==> config.mk <==
export PLATFORM = sky130hd
export DESIGN_NAME = seg_mux_decoder
export DESIGN_NICKNAME = d
export VERILOG_FILES = /design/src/rtl/seg_mux_decoder.sv
export SDC_FILE = /design/constraint.sdc
export NUM_CORES = 1
export LEC_CHECK = 0
export CAP_MARGIN = 15
export CORE_MARGIN = 5
export CORE_UTILIZATION = 45
export CTS_CLUSTER_SIZE = 14
export DETAILED_ROUTE_END_ITERATION = 7
export PLACE_DENSITY = 0.67
export SKIP_LAST_GASP = 1
export SYNTH_ARGS = -nofsm -noshare
export SYNTH_HDL_FRONTEND = slang
export SYNTH_SLANG_ARGS = --single-unit
==> constraint.sdc <==
create_clock -name clk -period 2.3 [get_ports clk]
set_input_delay 0.46 -clock clk [delete_from_list [all_inputs] [get_ports clk]]
set_output_delay 0.46 -clock clk [all_outputs]
set_load 0.03 [all_outputs]
==> src/rtl/seg_mux_decoder.sv <==
// Receive-side decoder for a two-digit multiplexed seven-segment bus: rebuilds BCD digits and dps.
// Build option: define SEG_ACTIVE_LOW_EN for common-anode panels (segment bus inverted after stage 1).
module seg_mux_decoder #(
  parameter logic [7:0]  ONE_COM    = 8'b0111_1111,
  parameter logic [7:0]  TEN_COM    = 8'b1011_1111,
  parameter int unsigned STABLE_CNT = 2,
  parameter int unsigned TIMEOUT    = 1024
) (
  input  logic       clk,
  input  logic       rst,
  input  logic [7:0] seg_com,
  input  logic [7:0] seg_data,
  output logic [3:0] digit_one,
  output logic [3:0] digit_ten,
  output logic       dp_one,
  output logic       dp_ten,
  output logic       valid,
  output logic       update,
  output logic       err_seg,
  output logic       err_com
);

  localparam logic [3:0]  C_STABLE  = 4'(STABLE_CNT);
  localparam logic [15:0] C_TIMEOUT = 16'(TIMEOUT);

  typedef enum logic [1:0] {S_IDLE, S_ACQ, S_LOCKED} state_t;

  state_t      r_state;
  logic [7:0]  r_com, r_data;
  logic [7:0]  r_cand_one, r_cand_ten;
  logic [3:0]  r_cnt_one, r_cnt_ten;
  logic        r_flag_one, r_flag_ten;
  logic [15:0] r_to_cnt;
  logic [3:0]  r_digit_one, r_digit_ten;
  logic        r_dp_one, r_dp_ten;
  logic        r_update, r_err_seg, r_err_com;

  logic [7:0]  w_data;
  logic        w_is_one, w_is_ten, w_illegal, w_timeout;
  logic [15:0] w_to_next;
  logic [4:0]  w_filt_one, w_filt_ten;
  logic [4:0]  w_dec;
  logic        w_commit_one, w_commit_ten, w_load_one, w_load_ten;
  logic [3:0]  w_nx_digit_one, w_nx_digit_ten;
  logic        w_nx_dp_one, w_nx_dp_ten, w_changed;

  // Returns {commit, next_count}; commit only on the sample where the count reaches the threshold.
  function automatic logic [4:0] filt_next(input logic [7:0] cand, input logic [3:0] cnt,
                                           input logic [7:0] pat);
    logic [3:0] nxt;
    logic       cmt;
    if (pat == cand) begin
      nxt = (cnt >= C_STABLE) ? C_STABLE : cnt + 4'd1;
      cmt = (nxt == C_STABLE) && (cnt != C_STABLE);
    end else begin
      nxt = 4'd1;
      cmt = (C_STABLE == 4'd1);
    end
    return {cmt, nxt};
  endfunction

  // Returns {legal, bcd}; dp bit is ignored.
  function automatic logic [4:0] seg_decode(input logic [7:0] pat);
    logic [4:0] res;
    case ({pat[7:1], 1'b0})
      8'hFC:   res = {1'b1, 4'd0};
      8'h60:   res = {1'b1, 4'd1};
      8'hDA:   res = {1'b1, 4'd2};
      8'hF2:   res = {1'b1, 4'd3};
      8'h66:   res = {1'b1, 4'd4};
      8'hB6:   res = {1'b1, 4'd5};
      8'hBE:   res = {1'b1, 4'd6};
      8'hE0:   res = {1'b1, 4'd7};
      8'hFE:   res = {1'b1, 4'd8};
      8'hF6:   res = {1'b1, 4'd9};
      default: res = 5'd0;
    endcase
    return res;
  endfunction

`ifdef SEG_ACTIVE_LOW_EN
  assign w_data = ~r_data;
`else
  assign w_data = r_data;
`endif

  assign w_is_one  = (r_com == ONE_COM);
  assign w_is_ten  = (r_com == TEN_COM);
  assign w_illegal = !w_is_one && !w_is_ten && (r_com != 8'hFF);

  assign w_to_next = (w_is_one || w_is_ten) ? 16'd0 :
                     (r_to_cnt == C_TIMEOUT) ? r_to_cnt : r_to_cnt + 16'd1;
  assign w_timeout = (w_to_next == C_TIMEOUT) && (r_state != S_IDLE);

  assign w_filt_one = filt_next(r_cand_one, r_cnt_one, w_data);
  assign w_filt_ten = filt_next(r_cand_ten, r_cnt_ten, w_data);
  assign w_dec      = seg_decode(w_data);

  // Timeout has priority over any commit on the same sample.
  assign w_commit_one = w_is_one && !w_timeout && w_filt_one[4];
  assign w_commit_ten = w_is_ten && !w_timeout && w_filt_ten[4];
  assign w_load_one   = w_commit_one && w_dec[4];
  assign w_load_ten   = w_commit_ten && w_dec[4];

  assign w_nx_digit_one = w_load_one ? w_dec[3:0] : r_digit_one;
  assign w_nx_digit_ten = w_load_ten ? w_dec[3:0] : r_digit_ten;
  assign w_nx_dp_one    = w_load_one ? w_data[0]  : r_dp_one;
  assign w_nx_dp_ten    = w_load_ten ? w_data[0]  : r_dp_ten;
  assign w_changed = {w_nx_digit_ten, w_nx_dp_ten, w_nx_digit_one, w_nx_dp_one} !=
                     {r_digit_ten, r_dp_ten, r_digit_one, r_dp_one};

  always_ff @(posedge clk) begin
    if (rst) begin
      r_state     <= S_IDLE;
      r_com       <= 8'hFF;
      r_data      <= 8'h00;
      r_cand_one  <= 8'h00;
      r_cand_ten  <= 8'h00;
      r_cnt_one   <= 4'd0;
      r_cnt_ten   <= 4'd0;
      r_flag_one  <= 1'b0;
      r_flag_ten  <= 1'b0;
      r_to_cnt    <= 16'd0;
      r_digit_one <= 4'd0;
      r_digit_ten <= 4'd0;
      r_dp_one    <= 1'b0;
      r_dp_ten    <= 1'b0;
      r_update    <= 1'b0;
      r_err_seg   <= 1'b0;
      r_err_com   <= 1'b0;
    end else begin
      r_com       <= seg_com;
      r_data      <= seg_data;
      r_to_cnt    <= w_to_next;
      r_err_com   <= w_illegal;
      r_err_seg   <= (w_commit_one || w_commit_ten) && !w_dec[4];
      r_digit_one <= w_nx_digit_one;
      r_digit_ten <= w_nx_digit_ten;
      r_dp_one    <= w_nx_dp_one;
      r_dp_ten    <= w_nx_dp_ten;
      r_update    <= 1'b0;
      if (w_timeout) begin
        r_state    <= S_IDLE;
        r_cand_one <= 8'h00;
        r_cand_ten <= 8'h00;
        r_cnt_one  <= 4'd0;
        r_cnt_ten  <= 4'd0;
        r_flag_one <= 1'b0;
        r_flag_ten <= 1'b0;
      end else begin
        if (w_is_one) begin
          r_cand_one <= w_data;
          r_cnt_one  <= w_filt_one[3:0];
        end
        if (w_is_ten) begin
          r_cand_ten <= w_data;
          r_cnt_ten  <= w_filt_ten[3:0];
        end
        if (w_load_one) r_flag_one <= 1'b1;
        if (w_load_ten) r_flag_ten <= 1'b1;
        case (r_state)
          S_IDLE:   if (w_is_one || w_is_ten) r_state <= S_ACQ;
          S_ACQ:    if (r_flag_one && r_flag_ten) begin
                      r_state  <= S_LOCKED;
                      r_update <= 1'b1;
                    end
          S_LOCKED: r_update <= w_changed;
          default:  r_state <= S_IDLE;
        endcase
      end
    end
  end

  assign digit_one = r_digit_one;
  assign digit_ten = r_digit_ten;
  assign dp_one    = r_dp_one;
  assign dp_ten    = r_dp_ten;
  assign valid     = (r_state == S_LOCKED);
  assign update    = r_update;
  assign err_seg   = r_err_seg;
  assign err_com   = r_err_com;

endmodule

==> impl_metrics.yaml <==
clocking:
  htree_levels: 3
  cts_tree: "done"
  clock_path_buffers: 2
  clkTransAtPathRegs_ns: 0.08
  cts.hold.buffers_added: 0
  cts_sinks: 73
  clk_latency_ns: 0.35
  cts-root-buf: "clkbuf_8"
  cts_made_buffers: 9
synthesis:
  async_flop_share_pct: 0
  synth_edf_count: 0
  synth-compound-area-share_pct: 10.20
  synthSimpleGateAreaFrac_pct: 28.67
  ys_seq_area_share_pct: 40.39
  synth_top_area_share_pct: 40.39
  ys_ff_latch: 73
  muxShareOfSynthArea_pct: 3.907
  yosysWarnings: 0
  syn_area_sq_um: 3618
  synth_nets: 449
  synth_area_leader_cell: "dfxtp_1"
  ys_top_cells_by_area: "dfxtp_1 40%, xnor2_1 6.3%, nor2_1 5.3%, nand2_1 4.8%, mux2i_1 3.6%"
  synth_top_family_by_area: "simple AND/OR/NAND/NOR gates"
  syn_inst: 422
  syn_area_per_cell_sq_um: 8.575
  yosysUniqueCellTypes: 59
  ys.flop_type: "dfxtp_1"
  synthAdderAreaFrac_pct: 3.112
  synthXorXnorAreaFrac_pct: 9.682
layout:
  multi_input_area_sq_um: 2151
  drive_above_1_share_pct: 22.84
  final_core_util_pct: 59.63
  fin_area_sq_um: 4632
  seq_area_sq_um: 1476
  nNetsFinal: 508
  area_delta_synth_final_pct: 28.01
  fillers: 687
  num_antenna_cells: 0
place:
  place_area_sq_um: 4199
  portBuffers: 31
  place_ws_ns: 0.01536
  hpwlAfterDp_um: 5854
  globalplace.congestion: 0.8861
worst_setup_path:
  critPathCaptureType: "register"
  path_class: "register to register"
  crit_path_top_delay_cell: "dfxtp_4"
  critical_path.cell_chain: "inv_4, ha_4, nor4b_4, nand4_1, nor3_2, o2111a_1, nand2_2, o41ai_4, buf_4, buf_6, a21oi_1"
  arrival_ns: 2.56
  critPathLaunchType: "register"
  cp_max_fo: 8
  ff2ff_path_depth: 11
  cp_data_required_time_ns: 2.54
  slowest_delay_ns: 0.37
grt:
  grt_max_degree: 19
  gr-total-overflow: 0
  grt_pass1_wl_um: 13890
  grt_pass1_vias: 3033
  antenna_found_initial: 0
  grt_usage_pct: 17.11
timing:
  fmax_mhz: 431.4
  fin_crit_ns: 2.318
  clock_skew_ns: 0.01183
  layout_setup_ws_ns: -0.01823
  slew_violations: 0
  finalSetupViolations: 9
  finalHoldViolations: 0
  fin_hold_ws_ns: 0.4658
  slew_headroom_pct: 66.11
  tightestPinTransition_ns: 0.5037
  fin_crit_sh_pct: 100.8
  rsz0062_at_grt: "true"
die:
  num_rows: 32
  start_util_pct: 46.59
  io-pin-count: 32
  die_w_um: 99.67
  core-area_sq_um: 7767
  die_area_sq_um: 9934
  die_h_um: 99.67
status:
  status: "finished with violations"
  violations: "negative setup slack"
min_path:
  whs_path_depth: 2
  hold_class: "register to register"
detailed_routing:
  num_vias: 3086
  wl_per_cell_um: 14.07
  drt_iter0_drc: 124
  ant_nets: 0
  drcViolationCount: 0
  dr.pass1.iters: 4
  routed_via_density: 5.248
  postRouteWirelength_um: 8276
power:
  p_leak_nw: 1.646
  power_density_nw_per_um2: 570.4
  peakVddDrop_v: 0.0003362
flow_run:
  cap_violations: 0
[path summary, 6_finish.rpt]
path / slack (ns) / start / end
max reg2reg: -0.02 / r_to_cnt[1] / r_cnt_ten[1]
min reg2reg: 0.47 / r_cnt_one[3] / r_cnt_one[3]
max: -0.02 / r_to_cnt[1] / r_cnt_ten[1]
min: 0.47 / r_cnt_one[3] / r_cnt_one[3]
[repair_timing]
item | in CTS | in global routing
gates resized for setup | 1 | 51
pin swaps | 0 | 7
endpoints found under the setup margin | 1 | 37
cloned | 0 | 2
setup buffers | 0 | 6
[layout by cell type (no fill, tap or decap), types with 12 or more instances in the layout]
master and count:
a21oi_1 21, buf_4 36, clkdlybuf4s50_1 31, dfxtp_1 65, mux2i_1 13, nand2_1 45, nand3_1 12, nand4_1 13
nor2_1 45, xnor2_1 26, xor2_1 14
[routing by layer]
| layer | wire [um] | up-vias | global-route usage [%] |
|---|---|---|---|
| met3 | 262 | 12 | 3.506 |
| met4 | 141 | 0 | 7.668 |
| met5 | 0 | - | 0 |
| li1 | - | 1572 | - |
| met1 | 3863 | 1444 | 22.59 |
| met2 | 4009 | 58 | 26.89 |
[sequential cells by signal, indices dropped and copies added, names as in the netlist]
signal	count
r_cnt_one	4
dp_one	1
err_com	1
r_state	2
r_cand_one	8
r_cnt_ten	4
r_com	8
r_cand_ten	8
digit_one	4
dp_ten	1
r_data	8
r_to_cnt	16
r_flag_one	1
digit_ten	4
err_seg	1
update	1
r_flag_ten	1
[cells in the mapped netlist, types with 3 or more instances]
cell	number
nand4_1	13
and3_1	5
buf_1	3
o22ai_1	4
nor2_1	51
a21oi_1	25
nand2b_1	5
a211oi_1	4
or3_1	4
nor2b_1	10
buf_2	8
inv_1	10
nor4_1	7
xor2_1	14
dfxtp_1	73
or4b_1	3
o21ai_0	9
clkbuf_1	9
ha_1	9
xnor2_1	26
or2_2	10
nor3_1	8
nand2_1	46
nand3_1	13
mux2i_1	13
[worst max-delay path, delay by kind of cell, from the launching register on]
family	cells	cell delay [ns]
simple gates	4	0.68
flops	1	0.37
buf+inv	3	0.41
compound gates	3	0.63
fa+ha+maj	1	0.12
[cell type report]
class,instances,area share [%]
repair buffers,71,13.59
clock buffers,10,2.971
inverters,10,0.9184
clock inverters,6,1.459
flip-flops and latches,73,31.87
well taps,102,2.755
multi-input cells,316,46.43
[report_power, final]
part           switching (mW)  total, mW  internal (mW)
logic                   0.139      0.283          0.144
registers              0.0322       1.33           1.29
clock network           0.501       1.03          0.532
total                   0.673       2.64           1.97
[cell families (layout without fill, tap and decap cells)]
family,after synthesis,after routing
AOI/OAI and AO/OA,58,58
xor gates and xnor gates,40,40
adders and majority gates,9,9
buffers and inverters,33,97
DFF,73,73
muxes,14,14
and+or+nand+nor,195,195
[stage by stage]
step	setup TNS (ns)	power, mW	std cells
2_1_floorplan	0	1.507	422
3_3_place_gp	0	1.589	564
3_5_place_dp	0	1.596	564
4_1_cts	0	2.621	580
5_1_grt	-3.182	2.767	588
6_report	-0.05571	2.642	588
(Power assumes the default switching activity.)
